===== src/rtl/skolem_spec_checker_pkg.sv =====
// +----------------------------------------------------------------------------+
// | skc_pkg: shared types and spec function for skolem_spec_checker            |
// | Revision: 1.0                                                              |
// +----------------------------------------------------------------------------+
`default_nettype none

package skc_pkg;

   typedef enum logic [2:0] {
      IDLE   = 3'd0,
      DRIVE  = 3'd1,
      WAIT   = 3'd2,
      SAMPLE = 3'd3,
      DONE   = 3'd4
   } skc_state_e;

   localparam int SKC_MAX_W = 16;
   // Terminal sweep vector is all-ones; the top slices this to its own 2*W width.
   localparam logic [2*SKC_MAX_W-1:0] SKC_TERM_X = {(2*SKC_MAX_W){1'b1}};

   // F(a,b,y) = $signed(a | y) < $signed(b) on w bits; flipping the sign bit
   // turns a two's-complement compare into an unsigned one.
   function automatic logic skc_spec(input logic [SKC_MAX_W-1:0] a,
                                     input logic [SKC_MAX_W-1:0] b,
                                     input logic                 y,
                                     input int                   w);
      logic [SKC_MAX_W-1:0] mask;
      logic [SKC_MAX_W-1:0] sgn;
      logic [SKC_MAX_W-1:0] av;
      mask = (SKC_MAX_W'(1) << w) - SKC_MAX_W'(1);
      sgn  = SKC_MAX_W'(1) << (w - 1);
      av   = (a | {{(SKC_MAX_W-1){1'b0}}, y}) & mask;
      return ((av ^ sgn) < ((b & mask) ^ sgn));
   endfunction

endpackage

`default_nettype wire


===== src/rtl/skolem_spec_checker_spec_eval.sv =====
// +----------------------------------------------------------------------------+
// | skc_spec_eval: evaluates F for the candidate y and for both constant y     |
// | Revision: 1.0                                                              |
// +----------------------------------------------------------------------------+
`default_nettype none

module skc_spec_eval
   import skc_pkg::*;
#(
   parameter int W = 4
) (
   input  logic [W-1:0] a_i,
   input  logic [W-1:0] b_i,
   input  logic         y_i,
   output logic         f_y_o,
   output logic         f_0_o,
   output logic         f_1_o
);

   logic [SKC_MAX_W-1:0] a_ext;
   logic [SKC_MAX_W-1:0] b_ext;

   assign a_ext = SKC_MAX_W'(a_i);
   assign b_ext = SKC_MAX_W'(b_i);

   assign f_y_o = skc_spec(a_ext, b_ext, y_i,  W);
   assign f_0_o = skc_spec(a_ext, b_ext, 1'b0, W);
   assign f_1_o = skc_spec(a_ext, b_ext, 1'b1, W);

endmodule

`default_nettype wire


===== config.mk =====
export PLATFORM = sky130hd
export DESIGN_NAME = skc_spec_eval
export DESIGN_NICKNAME = d
export VERILOG_FILES = /design/src/rtl/skolem_spec_checker_pkg.sv /design/src/rtl/skolem_spec_checker_spec_eval.sv
export SDC_FILE = /design/constraint.sdc
export NUM_CORES = 1
export LEC_CHECK = 0
export CORE_AREA = 5 5 42 44
export DETAILED_ROUTE_END_ITERATION = 12
export DIE_AREA = 0 0 47 49
export PLACE_DENSITY = 0.43
export SLEW_MARGIN = 0
export SYNTH_ARGS = -nofsm -noshare
export SYNTH_HDL_FRONTEND = slang
export SYNTH_SLANG_ARGS = --single-unit

===== constraint.sdc =====
create_clock -name vclk -period 2.3
set_input_delay 0.23 -clock vclk [all_inputs]
set_output_delay 0.23 -clock vclk [all_outputs]
set_load 0.01 [all_outputs]

==> results of run 1 <==
==> worst max-delay path, delay by kind of cell <==
kind	cells	cell delay, ns
buffers and inverters	4	1.21
adders and majority gates	1	0.20
AOI/OAI and AO/OA	2	0.24
==> path summary, 6_finish.rpt <==
check	start	endpoint	cells past startpoint
hold / removal	a_i[3]	f_y_o	5
setup / recovery	b_i[1]	f_0_o	7
==> report_power, final <==
group	switching (W)	leakage (nW)	internal (W)
registers	0	0	0
logic	0.0000213	0.133	0.0000358
clock network	0	0	0
total	0.0000213	0.133	0.0000358
==> through the flow <==
stage	setup WS, ns	total power, W	utilization	hold WS, ns
3_3_place_gp	0.00245	0.0000601	0.206	1.62
6_report	0.196	0.0000570	0.205	1.41
3_5_place_dp	0.0213	0.0000589	0.206	1.61
5_1_grt	0.0924	0.0000641	0.205	1.46
4_1_cts	0.170	0.0000582	0.205	1.42
2_1_floorplan	1.04	0.0000254	-	0.685
==> routing by layer <==
| layer | GRT usage | share of wire | vias to the layer above |
|---|---|---|---|
| li1 | - | - | 95 |
| met2 | 0.0362 | 0.26 | 10 |
| met5 | 0 | 0 | - |
| met4 | 0 | 0 | 0 |
| met3 | 0.0111 | 0.22 | 0 |
| met1 | 0.0478 | 0.51 | 60 |
==> cells by family (layout without fill, tap and decap cells) <==
kind of cell | count (synthesis) | after routing | synth area share
adders and majority gates | 4 | 4 | 0.354
and+or+nand+nor | 3 | 3 | 0.177
buffers and inverters | 5 | 18 | 0.133
AOI/OAI and AO/OA | 8 | 8 | 0.336
==> cells in the final DEF (no fill, tap or decap) <==
master / instances
a21o_1: 1
a21oi_1: 4
buf_4: 1
clkdlybuf4s50_1: 11
dlygate4sd2_1: 1
ha_1: 4
inv_1: 5
nand2_1: 1
nand2b_1: 1
nor4b_2: 1
o21a_1: 1
o21ai_0: 1
o21bai_1: 1
==> area by class of cell <==
class,instances,share of cell area
repair buffers,13,0.439
multi-input cells,15,0.426
well taps,16,0.0696
inverters,5,0.0652
==> summary.md, run 1 <==
| Metric | Value |
|---|---|
| Status | `complete, no violations` |
| Drt first pass iters | `1` |
| Final setup vio count | `0` |
| Seq_cells | `0` |
| Initial core utilization | `0.101` |
| Inserted Diodes | `0` |
| Detailed Place HPWL | `309 µm` |
| Postcts setup bufs | `0` |
| Total GRT Usage | `0.0288` |
| Setup TNS | `0 ns` |
| Resize count post-CTS | `1` |
| Routability Congestion | `0.545` |
| Worst IR Drop VDD | `0.0905 mV` |
| Largest net degree at the start of global routing | `5` |
| Die Height | `49 µm` |
| Share of cells above drive strength 1 | `0.0606` |
| Hold_buf cts | `0` |
| Sequential element share of the synthesized area | `0` |
| Crit path DAT | `1.87 ns` |
| Multi-input gate area | `123 µm²` |
| Detailed Route Iter0 Violations | `0` |
| Drc violations | `0` |
| Placed cells | `49` |
| Critical path type | `in -> out` |
| Max Fclk | `475 MHz` |
| Die area | `2300 µm²` |
| Endpoints failing hold | `0` |
| Grt ovf | `0` |
| YS warnings | `0` |
| RSZ-0062 raised after global routing | `false` |
| Post-Layout Inst Area | `288 µm²` |
| Slowest cell on the critical path | `clkdlybuf4s50_1` |
| Fin crit period | `2.10 ns` |
| DRT Wirelength | `365 µm` |
| CP Capture Type | `output pin` |
| WL per Instance | `7.45 µm` |
| Synthesized area per cell | `7.07 µm²` |
| Synth cell types | `10` |
| Core Area | `1400 µm²` |
| Port bufs | `12` |
| Post-synth top cells | `inv_1 (5), a21oi_1 (4), ha_1 (4)` |
| Chip Width | `47 µm` |
| Row cnt | `14` |
| Max FO, Critical Path | `2` |
| Pwr dens | `198 nW/µm²` |
| Leak Pwr | `0.133 nW` |
| Vias in the first global route | `158` |
| CP Launch Type | `primary input` |
| Synthesis-to-layout area growth | `104%` |
| Most frequent CP cell | `clkdlybuf4s50_1` |
| Max Slew Vio Count | `0` |
| Fin nets | `48` |
| DR vias/cell | `3.37` |
| Netlist Area Pre-Place | `141 µm²` |
| Area leader, netlist | `ha_1` |
| First-pass GRT wire length | `545 µm` |
| Antenna viol nets, final | `0` |
| Period utilisation layout | `0.915` |
| Mapped Nets | `33` |
| Worst-Margin Slew | `0.199 ns` |
| Critical path required time | `2.07 ns` |
| FILL cells | `173` |
| Final Non-Filler Cells | `49` |
| CP max stage delay | `0.53 ns` |
| Layout clock buffer count | `0` |
| Register area | `0 µm²` |
| Via count | `165` |
| Worst min path class | `in -> out` |
| Max-slew headroom | `0.867` |
| Area contributors post-synth | `ha_1 (35%), a21oi_1 (14%), inv_1 (13%), nor4b_2 (11%), a21o_1 (5.3%)` |
| Placed cell areas | `289 µm²` |
| CP Cell Sequence | `clkdlybuf4s50_1 > inv_1 > ha_1 > buf_4 > a21oi_1 > o21a_1 > clkdlybuf4s50_1` |
| Initial antenna violation count | `0` |
| Synth top area share | `0.354` |
| Post-Synthesis Cells | `20` |
| Top-count cell post-synth | `inv_1` |
| Maxcap violations | `0` |
| Num ports | `12` |
No activity file was read; power rests on OpenSTA's default activity.
==> run 2: changes to the inputs <==
--- a/config.mk
+++ b/config.mk
@@ -8,7 +8,6 @@
 export CORE_AREA = 5 5 42 44
 export DETAILED_ROUTE_END_ITERATION = 12
 export DIE_AREA = 0 0 47 49
-export PLACE_DENSITY = 0.43
 export SLEW_MARGIN = 0
 export SYNTH_ARGS = -nofsm -noshare
 export SYNTH_HDL_FRONTEND = slang
==> summary.md, run 2 (synthesized netlist as in run 1, its figures left out) <==
| Metric | Value |
|---|---|
| Most used routing layer | `met2` |
| RSZ-0062 raised after global routing | `false` |
| Register area | `0 µm² (unchanged)` |
| Die area | `2300 µm² (unchanged)` |
| Final Non-Filler Cells | `49 (unchanged)` |
| Crit path DAT | `1.89 ns (+0.02 ns)` |
| Drc violations | `0 (unchanged)` |
| Delay-heaviest family, CP | `buffers and inverters` |
| Max FO, Critical Path | `4 (+2)` |
| Placed cells | `49 (unchanged)` |
| Drt first pass iters | `1 (unchanged)` |
| Setup crit end | `f_0_o` |
| Slowest cell on the critical path | `clkdlybuf4s50_1` |
| Grt ovf | `0 (unchanged)` |
| Post-Layout Inst Area | `292 µm² (+1.3%)` |
| Critical path type | `in -> out` |
| Routability Congestion | `0.644 (+18%)` |
| Synthesis-to-layout area growth | `106%` |
| First-pass GRT wire length | `634 µm (+16%)` |
| Initial antenna violation count | `0 (unchanged)` |
| GR Layer Usage met1 | `0.0326 (-0.0152)` |
| Vias in the first global route | `185 (+17%)` |
| FILL cells | `168 (-2.9%)` |
| Seq_cells | `0 (unchanged)` |
| Status | `complete, no violations` |
| DR vias/cell | `3.57 (+6.1%)` |
| Core Area | `1400 µm² (unchanged)` |
| Max-slew headroom | `0.855 (-0.0120)` |
| Largest net degree at the start of global routing | `5 (unchanged)` |
| Fin nets | `48 (unchanged)` |
| Via count | `175 (+6.1%)` |
| Detailed Place HPWL | `360 µm (+16%)` |
| Fin crit period | `2.12 ns (+0.0181 ns)` |
| Most frequent CP cell | `clkdlybuf4s50_1` |
| Share of cells above drive strength 1 | `0.0606 (unchanged)` |
| Num ports | `12 (unchanged)` |
| Max Fclk | `471 MHz (-0.85%)` |
| Endpoints failing hold | `0 (unchanged)` |
| CP max stage delay | `0.54 ns (about the same)` |
| Leak Pwr | `0.140 nW (+5.2%)` |
| Design Power | `0.0000585 W (+2.7%)` |
| Resize count post-CTS | `0 (-1)` |
| Antenna viol nets, final | `0 (unchanged)` |
| M3 GR Usage | `0.0185 (+0.00738)` |
| Period utilisation layout | `0.922 (+0.00785)` |
| Worst-Margin Slew | `0.217 ns (+0.0180 ns)` |
| Commonest non-fill, non-tap cell in the layout | `clkdlybuf4s50_1` |
| Grt met2 use | `0.0656 (+0.0294)` |
| DRT Wirelength | `386 µm (+5.8%)` |
| Setup TNS | `0 ns (unchanged)` |
| Hold_buf cts | `0 (unchanged)` |
| CP Depth | `6 (-1)` |
| Critical path required time | `2.07 ns (about the same)` |
| Inserted Diodes | `0 (unchanged)` |
| Max Slew Vio Count | `0 (unchanged)` |
| Layout clock buffer count | `0 (unchanged)` |
| Row cnt | `14 (unchanged)` |
| Initial core utilization | `0.101 (unchanged)` |
| CP Launch Type | `primary input` |
| Worst IR Drop VDD | `0.0841 mV (-7.0%)` |
| Most frequent cells in the layout | `clkdlybuf4s50_1 (11), inv_1 (5), a21oi_1 (4), ha_1 (4)` |
| WL per Instance | `7.88 µm (+5.8%)` |
| CP Capture Type | `output pin` |
| Crit path buf inv count | `3 (-1)` |
| Placed cell areas | `289 µm² (unchanged)` |
| Port bufs | `12 (unchanged)` |
| Chip Width | `47 µm (unchanged)` |
| Die Height | `49 µm (unchanged)` |
| Pwr dens | `201 nW/µm² (+1.3%)` |
| CP Cell Sequence | `clkdlybuf4s50_1 > inv_1 > ha_1 > a21oi_1 > o21a_1 > clkdlybuf4s50_1` |
| Total GRT Usage | `0.0344 (+0.00561)` |
| Worst min path class | `in -> out` |
| Multi-input gate area | `123 µm² (unchanged)` |
| Postcts setup bufs | `0 (unchanged)` |
| Maxcap violations | `0 (unchanged)` |
| Final setup vio count | `0 (unchanged)` |
| Crit path launch | `a_i[3]` |
| Detailed Route Iter0 Violations | `0 (unchanged)` |
-- run 2: cell types whose count changed in the layout (fill, tap and decap cells not counted) --
cell	delta
dlygate4sd2_1	-1
dlymetal6s2s_1	+1
-- run 2: worst min-delay path by stage --
stage | from | endpoint | slack [ns] | depth (start not counted)
6_report | a_i[3] | f_y_o | 1.29 | 5
5_1_grt | b_i[3] | f_y_o | 1.36 | 4
4_1_cts | a_i[3] | f_y_o | 1.62 | 5
3_5_place_dp | a_i[3] | f_1_o | 1.62 | 5
3_3_place_gp | a_i[3] | f_1_o | 1.61 | 5
2_1_floorplan | b_i[3] | f_1_o | 0.68 | 2
-- run 2: cell type report --
class | count | area share
well taps | 16 | 0.0687
multi-input cells | 15 | 0.421
repair buffers | 13 | 0.446
inverters | 5 | 0.0644
-- run 2: metal layers --
layer  up-vias  routed length, µm
met2         8                155
met1        72                151
met4         0                  0
met3         0                 78
li1         95                  -
met5         -                  0
-- run 2: tightest hold or removal path: stages --
cell and delay, ns:
clkdlybuf4s50_1 0.40, inv_1 0.06, ha_1 0.17, a21oi_1 0.04, dlymetal6s2s_1 0.17
-- run 2: through the flow --
stage               setup WS, ns  hold slack [ns]  utilization
floorplan                   1.04            0.685            -
global placement          0.0117             1.61        0.206
detailed placement       0.00877             1.62        0.206
CTS                      0.00832             1.62        0.206
global route              0.0799             1.36        0.208
finish                     0.178             1.29        0.208
-- run 2: power by group --
part | switching [W] | internal (W)
sequential | 0 | 0
combinational | 0.0000218 | 0.0000367
clock | 0 | 0
